[src/rtl/multi_edge_detector.sv]
// Multi-channel edge detector.
// Each channel passes its raw input through a synchroniser chain and then a
// debounce filter. Accepted edges are reported as one-cycle rise/fall pulses
// and as a sticky flag that is cleared per bit. irq is the OR of the sticky flags.
// Mode selects which edges are reported. The filter always tracks the input,
// whatever the mode, so enabling a channel later never reports an old edge.
module multi_edge_detector #(
    parameter int CH          = 4,
    parameter int SYNC_STAGES = 2,
    parameter int DEBOUNCE    = 4
) (
    input  logic              clk,
    input  logic              rst,
    input  logic [CH-1:0]     signal_in,
    input  logic [2*CH-1:0]   mode,
    input  logic [CH-1:0]     clr,
    output logic [CH-1:0]     rise_pulse,
    output logic [CH-1:0]     fall_pulse,
    output logic [CH-1:0]     edge_pulse,
    output logic [CH-1:0]     sticky,
    output logic              irq
);

    // The counter counts up to DEBOUNCE-1 at most, so it never wraps.
    localparam int            CW       = $clog2(DEBOUNCE + 1);
    localparam logic [CW-1:0] CNT_LAST = CW'(DEBOUNCE - 1);

    genvar gi;
    generate
        for (gi = 0; gi < CH; gi++) begin : g_ch
            logic [SYNC_STAGES-1:0] sync_q;
            logic [SYNC_STAGES-1:0] sync_d;
            logic                   filt_q;
            logic                   filt_d;
            logic [CW-1:0]          cnt_q;
            logic [CW-1:0]          cnt_d;
            logic                   rise_q;
            logic                   rise_d;
            logic                   fall_q;
            logic                   fall_d;
            logic                   sticky_q;
            logic                   sticky_d;
            logic                   sync_lvl;
            logic                   accept;

            // The last synchroniser stage is the first level that is safe to use.
            assign sync_lvl = sync_q[SYNC_STAGES-1];

            // Shift the raw input into the synchroniser chain.
            always_comb begin
                sync_d = {sync_q[SYNC_STAGES-2:0], signal_in[gi]};
            end

            // Debounce: a new level is accepted only after it has differed from
            // the filtered level for DEBOUNCE consecutive cycles.
            always_comb begin
                filt_d = filt_q;
                cnt_d  = cnt_q;
                accept = 1'b0;
                if (sync_lvl == filt_q) begin
                    cnt_d = '0;
                end else if (cnt_q == CNT_LAST) begin
                    filt_d = sync_lvl;
                    cnt_d  = '0;
                    accept = 1'b1;
                end else begin
                    cnt_d = cnt_q + CW'(1);
                end
            end

            // Report accepted edges according to the mode; on the same edge a new
            // event takes priority over clr, so no event is lost.
            always_comb begin
                rise_d   = accept &  sync_lvl & mode[2*gi];
                fall_d   = accept & ~sync_lvl & mode[2*gi+1];
                sticky_d = (sticky_q & ~clr[gi]) | rise_d | fall_d;
            end

            // Channel state registers; reset clears everything at once.
            always_ff @(posedge clk or negedge rst) begin
                if (!rst) begin
                    sync_q   <= '0;
                    filt_q   <= 1'b0;
                    cnt_q    <= '0;
                    rise_q   <= 1'b0;
                    fall_q   <= 1'b0;
                    sticky_q <= 1'b0;
                end else begin
                    sync_q   <= sync_d;
                    filt_q   <= filt_d;
                    cnt_q    <= cnt_d;
                    rise_q   <= rise_d;
                    fall_q   <= fall_d;
                    sticky_q <= sticky_d;
                end
            end

            assign rise_pulse[gi] = rise_q;
            assign fall_pulse[gi] = fall_q;
            assign sticky[gi]     = sticky_q;
        end
    endgenerate

    assign edge_pulse = rise_pulse | fall_pulse;
    assign irq        = |sticky;

endmodule

[config.mk]
export PLATFORM = sky130hd
export DESIGN_NAME = multi_edge_detector
export DESIGN_NICKNAME = d
export VERILOG_FILES = /design/src/rtl/multi_edge_detector.sv
export SDC_FILE = /design/constraint.sdc
export NUM_CORES = 1
export LEC_CHECK = 0
export ABC_CLOCK_PERIOD_IN_PS = 1200
export BUFFER_PORTS_ARGS = -buffer_cell sky130_fd_sc_hd__buf_2
export CAP_MARGIN = 10
export CELL_PAD_IN_SITES_DETAIL_PLACEMENT = 1
export CELL_PAD_IN_SITES_GLOBAL_PLACEMENT = 1
export CORE_ASPECT_RATIO = 1.1
export CORE_MARGIN = 3
export CORE_UTILIZATION = 35
export DETAILED_ROUTE_END_ITERATION = 10
export GPL_TIMING_DRIVEN = 1
export PLACE_DENSITY_LB_ADDON = 0.1
export SYNTH_ARGS = -nofsm -noshare
export SYNTH_HDL_FRONTEND = slang
export SYNTH_SLANG_ARGS = --single-unit
[constraint.sdc]
create_clock -name clk -period 1.2 [get_ports clk]
set_input_delay 0.24 -clock clk [delete_from_list [all_inputs] [get_ports clk]]
set_output_delay 0.24 -clock clk [all_outputs]
set_load 0.01 [all_outputs]
**After elaboration in Yosys (flattened, before gate mapping)**

Cells that the tools add are included.

- Reductions and logical operators: 5
- Eq/ne operators: 8
- Bitwise logic cells: 41
- Multiplexer cells: 16
- Add/sub/neg operators: 4

Operator list:

| operator | count |
|---|---|
| 3-bit 2-to-1 mux | 8 |
| 1-bit bitwise AND | 20 |
| 3-bit by 1-bit adder with 3-bit output, second input constant | 4 |
| 3-bit by 2-bit == test with 1-bit output, second input constant | 4 |
| 1-bit NOT | 12 |
| 1-bit 2-to-1 mux | 8 |
| 1-bit OR | 8 |
| 2-bit AND reduction | 4 |
| 1-bit == test | 4 |
| 4-bit OR | 1 |
| 4-bit OR reduction | 1 |

- Bits of input ports: 18
- Word-level logic and storage cells: 98
- Register bits: 36

**Depth between registers and ports, before layout**

- Depth after elaboration: 7
- Depth in mapped cells: 4

**Worst setup path after synthesis**

OpenSTA, ideal clock, no wires.

- Path type: reg-to-output
- Start point: register g_ch[0].sticky_q
- End point: output port irq
- Cell stages (with the launch flop): 2
- Setup slack: 0.026 ns
- Path buffers: 0
- Data arrival time: 0.934 ns
- Required time: 0.960 ns
- Cells stage by stage: dfrtp_1 > or4_1

- Cells in the longest elaborated chain, start to end: 1

RTL lines:

| element | RTL line | RTL |
|---|---|---|
| start, declared | 41 | `logic sticky_q;` |
| start signal, assigned | 94 | `sticky_q <= sticky_d;` |
| 4-bit OR reduction | 105 | `assign irq = \|sticky;` |
| end, declared | 21 | `output logic irq` |

No other way between the ends.

**Worst setup path in the final report**

Same ends and word-level chain as after synthesis.

==> results.md <==
- Core ar.: 0.00377 sq mm
- Final max-slew violation count: 0
- Antenna cells: 0
- Distinct cells, synth: 20
- Failing checks: negative setup slack
- WL/cell: 13.1 um
- First-pass GRT wire length: 4.19 mm
- GRT Residual Overflow: 0
- DP Area: 0.00162 sq mm
- Final wirelength: 2.61 mm
- Die H: 72.9 um
- Worst setup margin: -0.351 ns
- Mux share of post-synthesis cell area: 3.16%
- Number of synthesized flops with an enable pin: 0
- Lkg Pwr: 0.959 nW
- Sequential cell area fraction in the yosys report: 63.3%
- Post-synth top cells: dfrtp_1 (36), buf_4 (12), nor3b_1 (7)
- Max cap viols: 0
- Worst-case clock buffer depth: 2
- Residual DRC count: 0
- Reg2Reg Depth: 4
- Synthesis warning total: 0
- Seq cells post-synth: 36
- FP Rows: 23
- Synth Area in XOR/XNOR: 2.46%
- Post-Layout Cell Count: 199
- H-Tree Depth: 2
- I/O Buffers: 34
- Largest area contributor in the netlist: dfrtp_1
- Layout cells sized above 1: 48.3%
- Finish-stage setup viols: 5
- HP Class: input pin to flip-flop
- Die width: 66.8 um
- Clk_lat worst skew: 0.28 ns
- Initial antenna violation count: 0
- Place WS: -0.0455 ns
- Global-route usage over all layers: 12.3%
- Finished Cell Area: 0.00188 sq mm
- Clk sink count: 36
- Final core utilization: 49.8%
- Vias/cell: 4.53
- Detailed Route Iter0 Violations: 25
- Post-synthesis simple-gate area fraction: 18.6%
- Sw Ratio: 26.7%
- Combinational power share: 26.1%
- Fin. Hold Viols: 0
- Root Driver: clkbuf_8
- Final min period: 1.55 ns
- Reg power frac: 47.7%
- CP Class: flip-flop to output port
- VDD IR max: 747 uV
- Vias: 901
- Initial Util: 37.8%
- Compound-Gate Fraction of Synth Area: 1.58%
- Final HPWL DP: 1.81 mm
- Syn avg cell area: 13.7 sq um
- Largest family of logic cells by synthesized area: simple AND/OR/NAND/NOR gates
- Max-slew headroom: 82.6%
- Post-DRT Antenna Nets: 0
- Outcome: finished with violations
- CTS tree: built
- Worst Setup Start Kind: flip-flop
- Filler Cells Inserted: 400
- Power Dens Cells: 1780 mW/mm^2
- Max frequency: 645 MHz
- Final period util: 129%
- Vias in the first global route: 888
- Gpl congestion: 0.679
- Final net count: 170
- Required time of the worst setup path: 0.96 ns
- Leading post-synthesis cells by cell area: dfrtp_1 (63%), buf_4 (6.3%), nor3b_1 (3.7%)
- Register area: 901 sq um
- Layout area overhead: 31.7%
- RSZ-0062 raised after global routing: true
- Clk pwr share: 26.2%
- Reg clk slew, reported paths: 0.07 ns
- Mapped Area: 0.00142 sq mm
- First-pass DRT Iterations: 4
- Placed cells: 181
- Worst Hold Depth: 1
- Crit path max fanout: 2
- Net Count, Synth: 126
- Ys flop type: dfrtp_1
- Ys async rst share: 100%
- Adder-cell area share of the yosys netlist: 3.51%
- Count leader, synth: dfrtp_1
- Final Skew: 0.00624 ns
- Die area: 0.00487 sq mm
- WHS: 0.0609 ns
- Switching power: 891 uW
- Ports: 35
- Mapped Cells: 104
- Critical Path AT: 1.31 ns
- Internal Pwr Total: 2.44 mW
- Area of the multi-input gates: 468 sq um
- Slew @ Worst Pin: 0.259 ns
- Largest net degree at the start of global routing: 37
- CP endpoint kind: output port
- Share of the synthesized area in the top cell type: 63.3%
- CTS Buf Count: 5
-- sequential cells by signal (all words and copies together), names as in the netlist --
| register | flops |
|---|---|
| g_ch.fall_q | 4 |
| g_ch.filt_q | 4 |
| g_ch.cnt_q | 12 |
| g_ch.rise_q | 4 |
| g_ch.sticky_q | 4 |
| g_ch.sync_q | 8 |
-- routing by layer --
metal | GRT usage [%] | routed length [um] | vias up
li1 | - | - | 428
met1 | 14.8 | 1120 | 440
met2 | 17.6 | 1220 | 27
met3 | 6.32 | 206 | 6
met4 | 6.77 | 63 | 0
met5 | 0 | 0 | -
-- final timing paths --
path                       slack, ns                end         startpoint
max in group asynchronous       0.57     g_ch[1].fall_q                rst
min reg2reg                     0.35  g_ch[2].sync_q[1]  g_ch[2].sync_q[0]
max reg2reg                     0.04   g_ch[0].sticky_q   g_ch[0].cnt_q[0]
min in group asynchronous       0.45  g_ch[0].sync_q[1]                rst
max                            -0.35                irq   g_ch[0].sticky_q
min                             0.06  g_ch[2].sync_q[0]       signal_in[2]
-- worst max-delay path, cell delays in order, from the launching register on --
cell	delay, ns
dfrtp_1	0.38
or4_1	0.50
buf_2	0.15
-- cell families after synthesis --
kind of cell,Yosys count
buffers and inverters,16
XOR/XNOR,4
AO/OA/AOI/OAI,3
AND/OR/NAND/NOR,37
multiplexers,4
flip-flops,36
adder cells (fa/ha/maj),4
-- power by group through the flow --
stage / combinational (mW) / sequential, mW / clock [mW]
finish: 0.869 / 1.59 / 0.874
detailed placement: 0.644 / 1.61 / 0
floorplan: 0.475 / 1.57 / 0
CTS: 0.694 / 1.59 / 0.904
global placement: 0.620 / 1.59 / 0
global route: 0.967 / 1.63 / 0.978
-- timing repair --
action,4_1_cts,5_1_grt
hold buffers,1,0
endpoints found under the hold margin,36,0
pin swaps,1,9
buffers inserted,1,10
resized for setup,10,12
endpoints found under the setup margin,8,14
-- layout make-up --
class                   instances  area share (%)
multi-input cells              52            24.9
well taps                      50            3.34
clock buffers                   8            4.80
inverters                       4           0.801
repair buffers                 49            18.1
flip-flops and latches         36            48.0
-- placed cells by master, fill, tap and decap left out, drive strengths merged, types with 4 or more instances in the layout --
| cell type | n |
|---|---|
| buf | 48 |
| dfrtp | 36 |
| clkbuf | 8 |
| nor3b | 7 |
| nor2b | 5 |
| xnor2 | 4 |
| nor3 | 4 |
| or2 | 4 |
| nand4b | 4 |
| inv | 4 |
| nand2b | 4 |
| mux2 | 4 |
| ha | 4 |
-- through the flow --
| step | setup TNS, ns | total power, mW |
|---|---|---|
| 2_1_floorplan | 0 | 2.05 |
| 6_report | -0.591 | 3.33 |
| 5_1_grt | -0.977 | 3.57 |
| 3_5_place_dp | -0.0627 | 2.25 |
| 3_3_place_gp | -0.0494 | 2.21 |
| 4_1_cts | -0.653 | 3.18 |
Note: power is estimated with default switching activity, not from simulation.
